File: src/rtl/pe_result_packer.sv
// pe_result_packer
//   Packs the 32-bit results streamed by matrix_pe into 512-bit lines of 16 lanes, queues the
//   lines in a small first-word-fall-through FIFO, and writes them back to NRAM over a
//   valid/ready port. Each line carries an auto-incrementing line address. Partial lines are
//   closed by flush_i and carry a lane mask.
//
// Ports
//   clk, rst_n    clock; asynchronous active-low reset
//   pe_result     result word from matrix_pe
//   pe_vld_i      single-cycle result strobe (no backpressure)
//   flush_i       closes the current partial line
//   base_load_i   loads the write line address from base_addr_i
//   base_addr_i   start line address
//   wb_data_o     packed line, lane k at bits [DATA_W*k +: DATA_W]
//   wb_mask_o     lane-valid mask of wb_data_o
//   wb_addr_o     NRAM line address of wb_data_o
//   wb_valid_o    line available (FIFO not empty)
//   wb_ready_i    NRAM accepts the line
//   lane_cnt_o    lanes filled in the line being packed
//   overflow_o    sticky: a line was dropped because the FIFO was full
//   busy_o        partial line pending or FIFO not empty
module pe_result_packer #(
  parameter int unsigned DATA_W     = 32,
  parameter int unsigned LANES      = 16,
  parameter int unsigned FIFO_DEPTH = 4,
  parameter int unsigned ADDR_W     = 16,
  localparam int unsigned LINE_W    = DATA_W * LANES,
  localparam int unsigned IDX_W     = $clog2(LANES),
  localparam int unsigned CNT_W     = IDX_W + 1
) (
  input  logic              clk,
  input  logic              rst_n,
  input  logic [DATA_W-1:0] pe_result,
  input  logic              pe_vld_i,
  input  logic              flush_i,
  input  logic              base_load_i,
  input  logic [ADDR_W-1:0] base_addr_i,
  output logic [LINE_W-1:0] wb_data_o,
  output logic [LANES-1:0]  wb_mask_o,
  output logic [ADDR_W-1:0] wb_addr_o,
  output logic              wb_valid_o,
  input  logic              wb_ready_i,
  output logic [CNT_W-1:0]  lane_cnt_o,
  output logic              overflow_o,
  output logic              busy_o
);

  localparam int unsigned PTR_W = $clog2(FIFO_DEPTH);

  // ---------------------------------------------------------------- packing
  logic [LANES-1:0][DATA_W-1:0] pack_data;
  logic [LANES-1:0][DATA_W-1:0] line_next;
  logic [LANES-1:0]             pack_mask;
  logic [LANES-1:0]             mask_next;
  logic [CNT_W-1:0]             lane_cnt;
  logic [ADDR_W-1:0]            wr_addr;
  logic                         push;
  logic                         last_lane;

  // The line being pushed includes a result arriving in the same cycle.
  always_comb begin
    line_next = pack_data;
    mask_next = pack_mask;
    if (pe_vld_i) begin
      line_next[lane_cnt[IDX_W-1:0]] = pe_result;
      mask_next[lane_cnt[IDX_W-1:0]] = 1'b1;
    end
  end

  assign last_lane = pe_vld_i && (lane_cnt == CNT_W'(LANES - 1));
  // A flush on the last lane is the ordinary full push; an empty flush does nothing.
  assign push      = last_lane || (flush_i && ((lane_cnt != '0) || pe_vld_i));

  always_ff @(posedge clk or negedge rst_n) begin
    if (!rst_n) begin
      pack_data <= '0;
      pack_mask <= '0;
      lane_cnt  <= '0;
    end else if (push) begin
      pack_data <= '0;
      pack_mask <= '0;
      lane_cnt  <= '0;
    end else if (pe_vld_i) begin
      pack_data <= line_next;
      pack_mask <= mask_next;
      lane_cnt  <= lane_cnt + CNT_W'(1);
    end
  end

  // A same-cycle push keeps the old address and base_load wins without increment.
  // Dropped lines still consume an address so later lines keep theirs.
  always_ff @(posedge clk or negedge rst_n) begin
    if (!rst_n) begin
      wr_addr <= '0;
    end else if (base_load_i) begin
      wr_addr <= base_addr_i;
    end else if (push) begin
      wr_addr <= wr_addr + ADDR_W'(1);
    end
  end

  // ------------------------------------------------------------------- FIFO
  logic [LINE_W-1:0] data_mem [FIFO_DEPTH];
  logic [LANES-1:0]  mask_mem [FIFO_DEPTH];
  logic [ADDR_W-1:0] addr_mem [FIFO_DEPTH];
  logic [PTR_W:0]    wr_ptr;
  logic [PTR_W:0]    rd_ptr;
  logic              empty;
  logic              full;
  logic              pop;
  logic              accept;

  assign empty  = (wr_ptr == rd_ptr);
  assign full   = (wr_ptr[PTR_W] != rd_ptr[PTR_W]) &&
                  (wr_ptr[PTR_W-1:0] == rd_ptr[PTR_W-1:0]);
  assign pop    = !empty && wb_ready_i;
  // When full, a simultaneous pop frees the slot being written.
  assign accept = push && (!full || pop);

  always_ff @(posedge clk) begin
    if (accept) begin
      data_mem[wr_ptr[PTR_W-1:0]] <= line_next;
      mask_mem[wr_ptr[PTR_W-1:0]] <= mask_next;
      addr_mem[wr_ptr[PTR_W-1:0]] <= wr_addr;
    end
  end

  always_ff @(posedge clk or negedge rst_n) begin
    if (!rst_n) begin
      wr_ptr     <= '0;
      rd_ptr     <= '0;
      overflow_o <= 1'b0;
    end else begin
      if (accept) begin
        wr_ptr <= wr_ptr + (PTR_W+1)'(1);
      end
      if (pop) begin
        rd_ptr <= rd_ptr + (PTR_W+1)'(1);
      end
      if (push && !accept) begin
        overflow_o <= 1'b1;
      end
    end
  end

  // Outputs read as zero while the FIFO is empty so stale entries never show.
  assign wb_valid_o = !empty;
  assign wb_data_o  = empty ? '0 : data_mem[rd_ptr[PTR_W-1:0]];
  assign wb_mask_o  = empty ? '0 : mask_mem[rd_ptr[PTR_W-1:0]];
  assign wb_addr_o  = empty ? '0 : addr_mem[rd_ptr[PTR_W-1:0]];
  assign lane_cnt_o = lane_cnt;
  assign busy_o     = (lane_cnt != '0) || !empty;

endmodule
File: config.mk
export PLATFORM = sky130hd
export DESIGN_NAME = pe_result_packer
export DESIGN_NICKNAME = d
export VERILOG_FILES = /design/src/rtl/pe_result_packer.sv
export SDC_FILE = /design/constraint.sdc
export NUM_CORES = 2
export LEC_CHECK = 0
export CAP_MARGIN = 20
export CORE_MARGIN = 4
export CORE_UTILIZATION = 50
export DETAILED_ROUTE_END_ITERATION = 8
export PLACE_DENSITY = 0.76
export SLEW_MARGIN = 5
export SYNTH_ARGS = -nofsm -noshare
export SYNTH_HDL_FRONTEND = slang
export SYNTH_SLANG_ARGS = --single-unit
File: constraint.sdc
create_clock -name clk -period 47.7 [get_ports clk]
set_input_delay 11.925 -clock clk [delete_from_list [all_inputs] [get_ports clk]]
set_output_delay 11.925 -clock clk [all_outputs]
set_load 0.01 [all_outputs]
# Yosys cells after proc, flatten, opt, wreduce, memory -nomap -nowiden
# Memory sizes are Yosys's and may differ from the RTL's.
# Index checks and enable logic that the tools add are counted.
totals:
  register_bits: 556
  latch_bits: 0
  ram_bits: 2176
  romBits: 0
  in_bits: 54
  output_inout_bits: 552
  elab_cells: 73
  mem_count: 3
classes:
  add_sub_neg: 4
  mul: 0
  div: 0
  magnitude_cmp: 2
  eq_ne: 4
  shift: 0
  mux: 20
  bitwise_logic: 1
  n_reduce_logical: 17
mem_list:
  columns: ["name", "depth", "word_bits", "rd", "rd_ports_with_merged_regs", "write_ports", "line_no", "source"]
  rows:
  - ["data_mem", 4, 512, 1, 0, 1, "103", "logic [LINE_W-1:0] data_mem [FIFO_DEPTH];"]
  - ["addr_mem", 4, 16, 1, 0, 1, "105", "logic [ADDR_W-1:0] addr_mem [FIFO_DEPTH];"]
  - ["mask_mem", 4, 16, 1, 0, 1, "104", "logic [LANES-1:0] mask_mem [FIFO_DEPTH];"]
ops:
  columns: ["cell", "count"]
  rows:
  - ["512-bit two-way mux", 4]
  - ["512-bit bitwise mux", 1]
  - ["32-bit demux with 4-bit select", 1]
  - ["16-bit two-way mux", 7]
  - ["32-bit two-way mux", 1]
  - ["16-bit by 1-bit adder with 16-bit output, second input constant", 1]
  - ["16-bit OR", 1]
  - ["5-bit two-way mux", 2]
  - ["1-bit logical AND", 7]
  - ["3-bit by 1-bit adder with 3-bit output, second input constant", 2]
  - ["5-bit by 1-bit adder with 5-bit output, second input constant", 1]
  - ["5-bit by 4-bit equality test with 1-bit output, second input constant", 1]
  - ["4-bit by 5-bit less-than comparator with 1-bit output, second input constant", 1]
  - ["5-bit nonzero test", 1]
  - ["1-bit demux with 4-bit select", 1]
  - ["4-bit by 1-bit greater-or-equal comparator with 1-bit output, second input constant", 1]
  - ["1-bit logical OR", 4]
  - ["2-bit nonzero test", 2]
  - ["3-bit equality test", 1]
  - ["1-bit zero test", 3]
  - ["1-bit two-way mux", 3]
  - ["2-bit equality test", 1]
  - ["1-bit != test", 1]

# Logic depth before layout (Yosys ltp)
logic_depth:
  word_depth: 8
  depth_mapped: 10
  mapped_depth_nobuf: 7

# Worst setup path before layout
# Ideal clock, no wire load.
synth_timing:
  path_kind: "input to register"
  startpoint: "input flush_i"
  endpoint: "memory addr_mem[3][0], enable pin"
  setup_ps: 2230
  arrival_ps: 51661
  required_ps: 45470
  setup_slack_ps: -6191
  cell_stages: 5
  n_path_buf: 2
  path_cell_list: "buf_2 -> o21ai_0 -> a21boi_1 -> buf_2 -> nor3b_1"
synth_between:
  elab_chain_cells: 5
synth_rtl:
  columns: ["element", "line_no", "source"]
  rows:
  - ["start, declared", "35", "input logic flush_i,"]
  - ["1-bit logical AND", "72", "assign push = last_lane || (flush_i && ((lane_cnt != '0) || pe_vld_i));"]
  - ["1-bit logical OR", "72", null]
  - ["1-bit logical AND", "118", "assign accept = push && (!full || pop);"]
  - ["1-bit two-way mux", "121", "if (accept) begin"]
  - ["1-bit two-way mux (implied by the code)", "124", "addr_mem[wr_ptr[PTR_W-1:0]] <= wr_addr;"]
  - ["end, declared", "105", null]
# No other way between the ends.

# Final worst setup path
layout_timing:
  startpoint: "register rd_ptr[0]"
  endpoint: "output wb_data_o[341]"
layout_between:
  elab_chain_cells: 2
  word_cells_on_any_way: 3
  classes_between: "eq/ne (1); mux (1); memory (1)"
layout_rtl:
  columns: ["element", "line_no", "source"]
  rows:
  - ["start, declared", "107", "logic [PTR_W:0] rd_ptr;"]
  - ["start signal, assigned", "138", "rd_ptr <= rd_ptr + (PTR_W+1)'(1);"]
  - ["memory read 4 x 512 bit or 3-bit equality test (tied branches)", null, null]
  - ["512-bit two-way mux (*)", "148", "assign wb_data_o = empty ? '0 : data_mem[rd_ptr[PTR_W-1:0]];"]
  - ["end, declared", "38", "output logic [LINE_W-1:0] wb_data_o,"]
# Every way passes the cells marked *; elsewhere a longest branch is shown, timed or not.

==> metrics.md <==
| Metric | Value |
|---|---|
| Status | `finished, final reports clean` |
| CP Data Arrival Time | `5900 ps` |
| Nature of the critical path endpoint | `primary output` |
| Layout cell share with drive strength beyond 1 | `25.0%` |
| Avg WL per Cell | `30.3 um` |
| Core ar. | `~220000 um2` |
| Worst-path clk slew | `60 ps` |
| R2R depth | `11` |
| #FFs+latches synth | `2732` |
| Antenna violations before repair | `24` |
| Syn_nets | `5740` |
| Post-synthesis sequential area ratio | `72.7%` |
| Max_cap viols | `0` |
| HPWL after DPL | `161000 um` |
| Worst-path fanout max | `48` |
| Crit start category | `flip-flop` |
| Initial Util | `50.2%` |
| Final Hold Fails | `0` |
| I/O pin cnt | `approximately 610` |
| Synth Warn # | `0` |
| Synth Instances | `approximately 5700` |
| Fin. max-slew vios | `0` |
| Clk Latency, worst-skew pair | `920 ps` |
| LEAKAGE | `0.0459 uW` |
| Reg2reg end | `data_mem[2][462]$_DFFE_PP_` |
| Area share of and/or/nand/nor cells after synthesis | `4.61%` |
| Tcrit/Tclk final | `37.4%` |
| Ys flop type | `edfxtp_1` |
| Tmin final | `17830 ps` |
| Drt pass-1 iters | `6` |
| H-tree depth | `5` |
| Pre-CTS setup slack | `29350 ps` |
| Row count | `171` |
| Clock sink count | `2732` |
| Ys async rst share | `20.4%` |
| Post-synth cell types | `just under 60` |
| Largest family of logic cells by synthesized area | `multiplexers` |
| CTS Buf Count | `294` |
| Total number of vias | `57958` |
| Clk_skew | `73.8 ps` |
| Die height | `475 um` |
| Setup_tns | `0 ps` |
| Buffers on Ports | `605` |
| CP Class | `flip-flop to primary output` |
| Synth area leader | `edfxtp_1` |
| RSZ-0062 raised after global routing | `false` |
| Fmax | `about 56 MHz` |
| Total wire length | `282000 um` |
| Final setup violation count | `0` |
| Crit path launch | `rd_ptr[0]$_DFFE_PN0P_` |
| Vias per cell | `6.21` |
| Setup slack, reg-to-reg | `just over 40000 ps` |
| Post-cts resize count | `0` |
| Clock buffer depth | `4` |
| Gr ovfl total | `0` |
| Die area | `226000 um2` |
| Cell area power density | `65.5 nW/um2` |
| Area growth from synthesis to layout | `16.3%` |
| HP Class | `flip-flop to flip-flop` |
| Routed Antenna Nets | `0` |
| Synth Area in Adders | `0.126%` |
| Least-Margin Pin Slew | `between 1000 and 1500 ps` |
| First-pass GRT wire length | `413000 um` |
| Final GP Congestion | `around 0.78` |
| Synth Area in XOR/XNOR | `0.0883%` |
| Final setup margin | `between 20000 and 30000 ps` |
| Vias in the first global route | `approximately 59000` |
| Yosys top cell area share | `59.9%` |
| Avg Cell Area, Syn | `19.2 um2` |
| Worst IR Drop VDD | `0.0000685 V` |
| Critical Path RT | `35780 ps` |
| Post-synthesis compound-gate area fraction | `4.61%` |
| Multiplexer share of the synthesized area | `15.9%` |
| CTS root buf | `clkbuf_16` |
| Hold Buf Count CTS | `0` |
| Final net count | `6316` |
| Drt drc | `0` |
| Synth Cell Area | `about 110000 um2` |
| Setup Buffers After CTS | `0` |
| Number of synthesized flops with an enable pin | `roughly 2200` |
| Startpoint of the worst register-to-register path | `lane_cnt_o[0]$_DFFE_PN0P_` |
| Slew margin rel. | `5.94%` |
| Gr usage total | `25.0%` |
| Worst Setup EP | `wb_data_o[341]` |
| Largest net degree at the start of global routing | `about 210` |
| Initial DRC count | `6851` |
| Top cells by area, synth | `edfxtp_1 (60%), dfrtp_1 (13%), mux4_2 (11%), mux2_2 (4.6%), a22o_1 (4.1%)` |
| CTS tree | `yes` |
| Die width | `475 um` |
sequential cells by signal (all words and copies together) (netlist names):
| signal | count |
|---|---|
| pack_mask | 16 |
| overflow_o | 1 |
| wr_ptr | 3 |
| mask_mem | 64 |
| addr_mem | 64 |
| pack_data | 512 |
| rd_ptr | 3 |
| data_mem | 2048 |
| lane_cnt_o | 5 |
| wr_addr | 16 |
worst min path at each step:
| stage | start | to | cells past startpoint |
|---|---|---|---|
| floorplan | pack_mask[5]$_DFFE_PN0P_ | pack_mask[5]$_DFFE_PN0P_ | 1 |
| global placement | pack_mask[1]$_DFFE_PN0P_ | pack_mask[1]$_DFFE_PN0P_ | 1 |
| detailed placement | pack_mask[5]$_DFFE_PN0P_ | pack_mask[5]$_DFFE_PN0P_ | 1 |
| CTS | pack_mask[5]$_DFFE_PN0P_ | pack_mask[5]$_DFFE_PN0P_ | 1 |
| global route | pack_mask[1]$_DFFE_PN0P_ | pack_mask[1]$_DFFE_PN0P_ | 1 |
| finish | pack_mask[7]$_DFFE_PN0P_ | pack_mask[7]$_DFFE_PN0P_ | 1 |
cell usage in the layout (no fill, tap or decap), drive strengths merged, types with 20 or more instances in the layout:
| master | instances |
|---|---|
| nand2b | 20 |
| clkdlybuf4s50 | 572 |
| nand2 | 215 |
| nor2 | 30 |
| a22o | 514 |
| o21ai | 21 |
| dfrtp | 556 |
| clkbuf | 409 |
| mux4 | 544 |
| mux2 | 450 |
| clkinv | 78 |
| and2 | 559 |
| buf | 160 |
| edfxtp | 2176 |
logic make-up after synthesis:
logic type                 after synthesis
adders and majority gates               11
muxes                                  996
AOI/OAI and AO/OA                      573
buffers and inverters                  462
xor gates and xnor gates                11
and+or+nand+nor                        890
DFF                                   2732
per-layer routing:
layer,GRT usage (%),share of wire (%)
met5,0,0.033
met4,8.96,3.8
met3,6.82,11
met2,37.5,46
met1,35.4,39
stage by stage:
stage               cells  power, uW  instance area, um2  util [%]  hold slack [ps]
CTS                  9321       8380              127000      58.4              473
floorplan            5675       4870              109000         -              441
global placement     8805       6180              118000      54.2              452
global route         9322       8650              127000      58.4              492
detailed placement   8808       6210              118000      54.2              460
finish               9330       8310              127000      58.4              476
cell usage after synthesis, types with 4 or more instances:
library cell / instances
o21ai_0: 8
and2_1: 558
xnor2_1: 8
buf_4: 12
inv_1: 10
or2_2: 6
edfxtp_1: 2176
buf_6: 39
and3_1: 7
clkbuf_1: 299
a22o_1: 514
nand3_1: 19
and4_1: 4
nand4_1: 5
o21a_1: 5
mux4_2: 544
nand2b_1: 20
nand2_1: 211
a31oi_1: 5
o21ai_4: 12
ha_1: 11
buf_2: 84
a21o_1: 8
nand2_4: 4
buf_1: 17
o211ai_1: 4
mux2_2: 450
dfrtp_1: 556
nor2_1: 29
final cells by class:
| class | instances | area [um2] |
|---|---|---|
| diodes | 8 | 20.0 |
| clock buffers | 409 | 8170 |
| clock inverters | 104 | 895 |
| fillers | 15266 | 90300 |
| inverters | 10 | 37.5 |
| multi-input cells | 2481 | 27800 |
| flip-flops and latches | 2732 | 79300 |
| well taps | 2854 | 3570 |
| repair buffers | 732 | 7040 |
report_power, final:
part	switching (uW)	internal, uW
combinational	1580	1490
clock	894	1270
sequential	100	2980
total	2570	5730
critical path: stages, from the launching register on:
cell and delay, ps:
dfrtp_4 950, buf_4 810, buf_4 800, buf_4 880, mux4_2 630, and2_1 190
clkdlybuf4s50_1 510
Note: power is estimated with default switching activity, not from simulation.
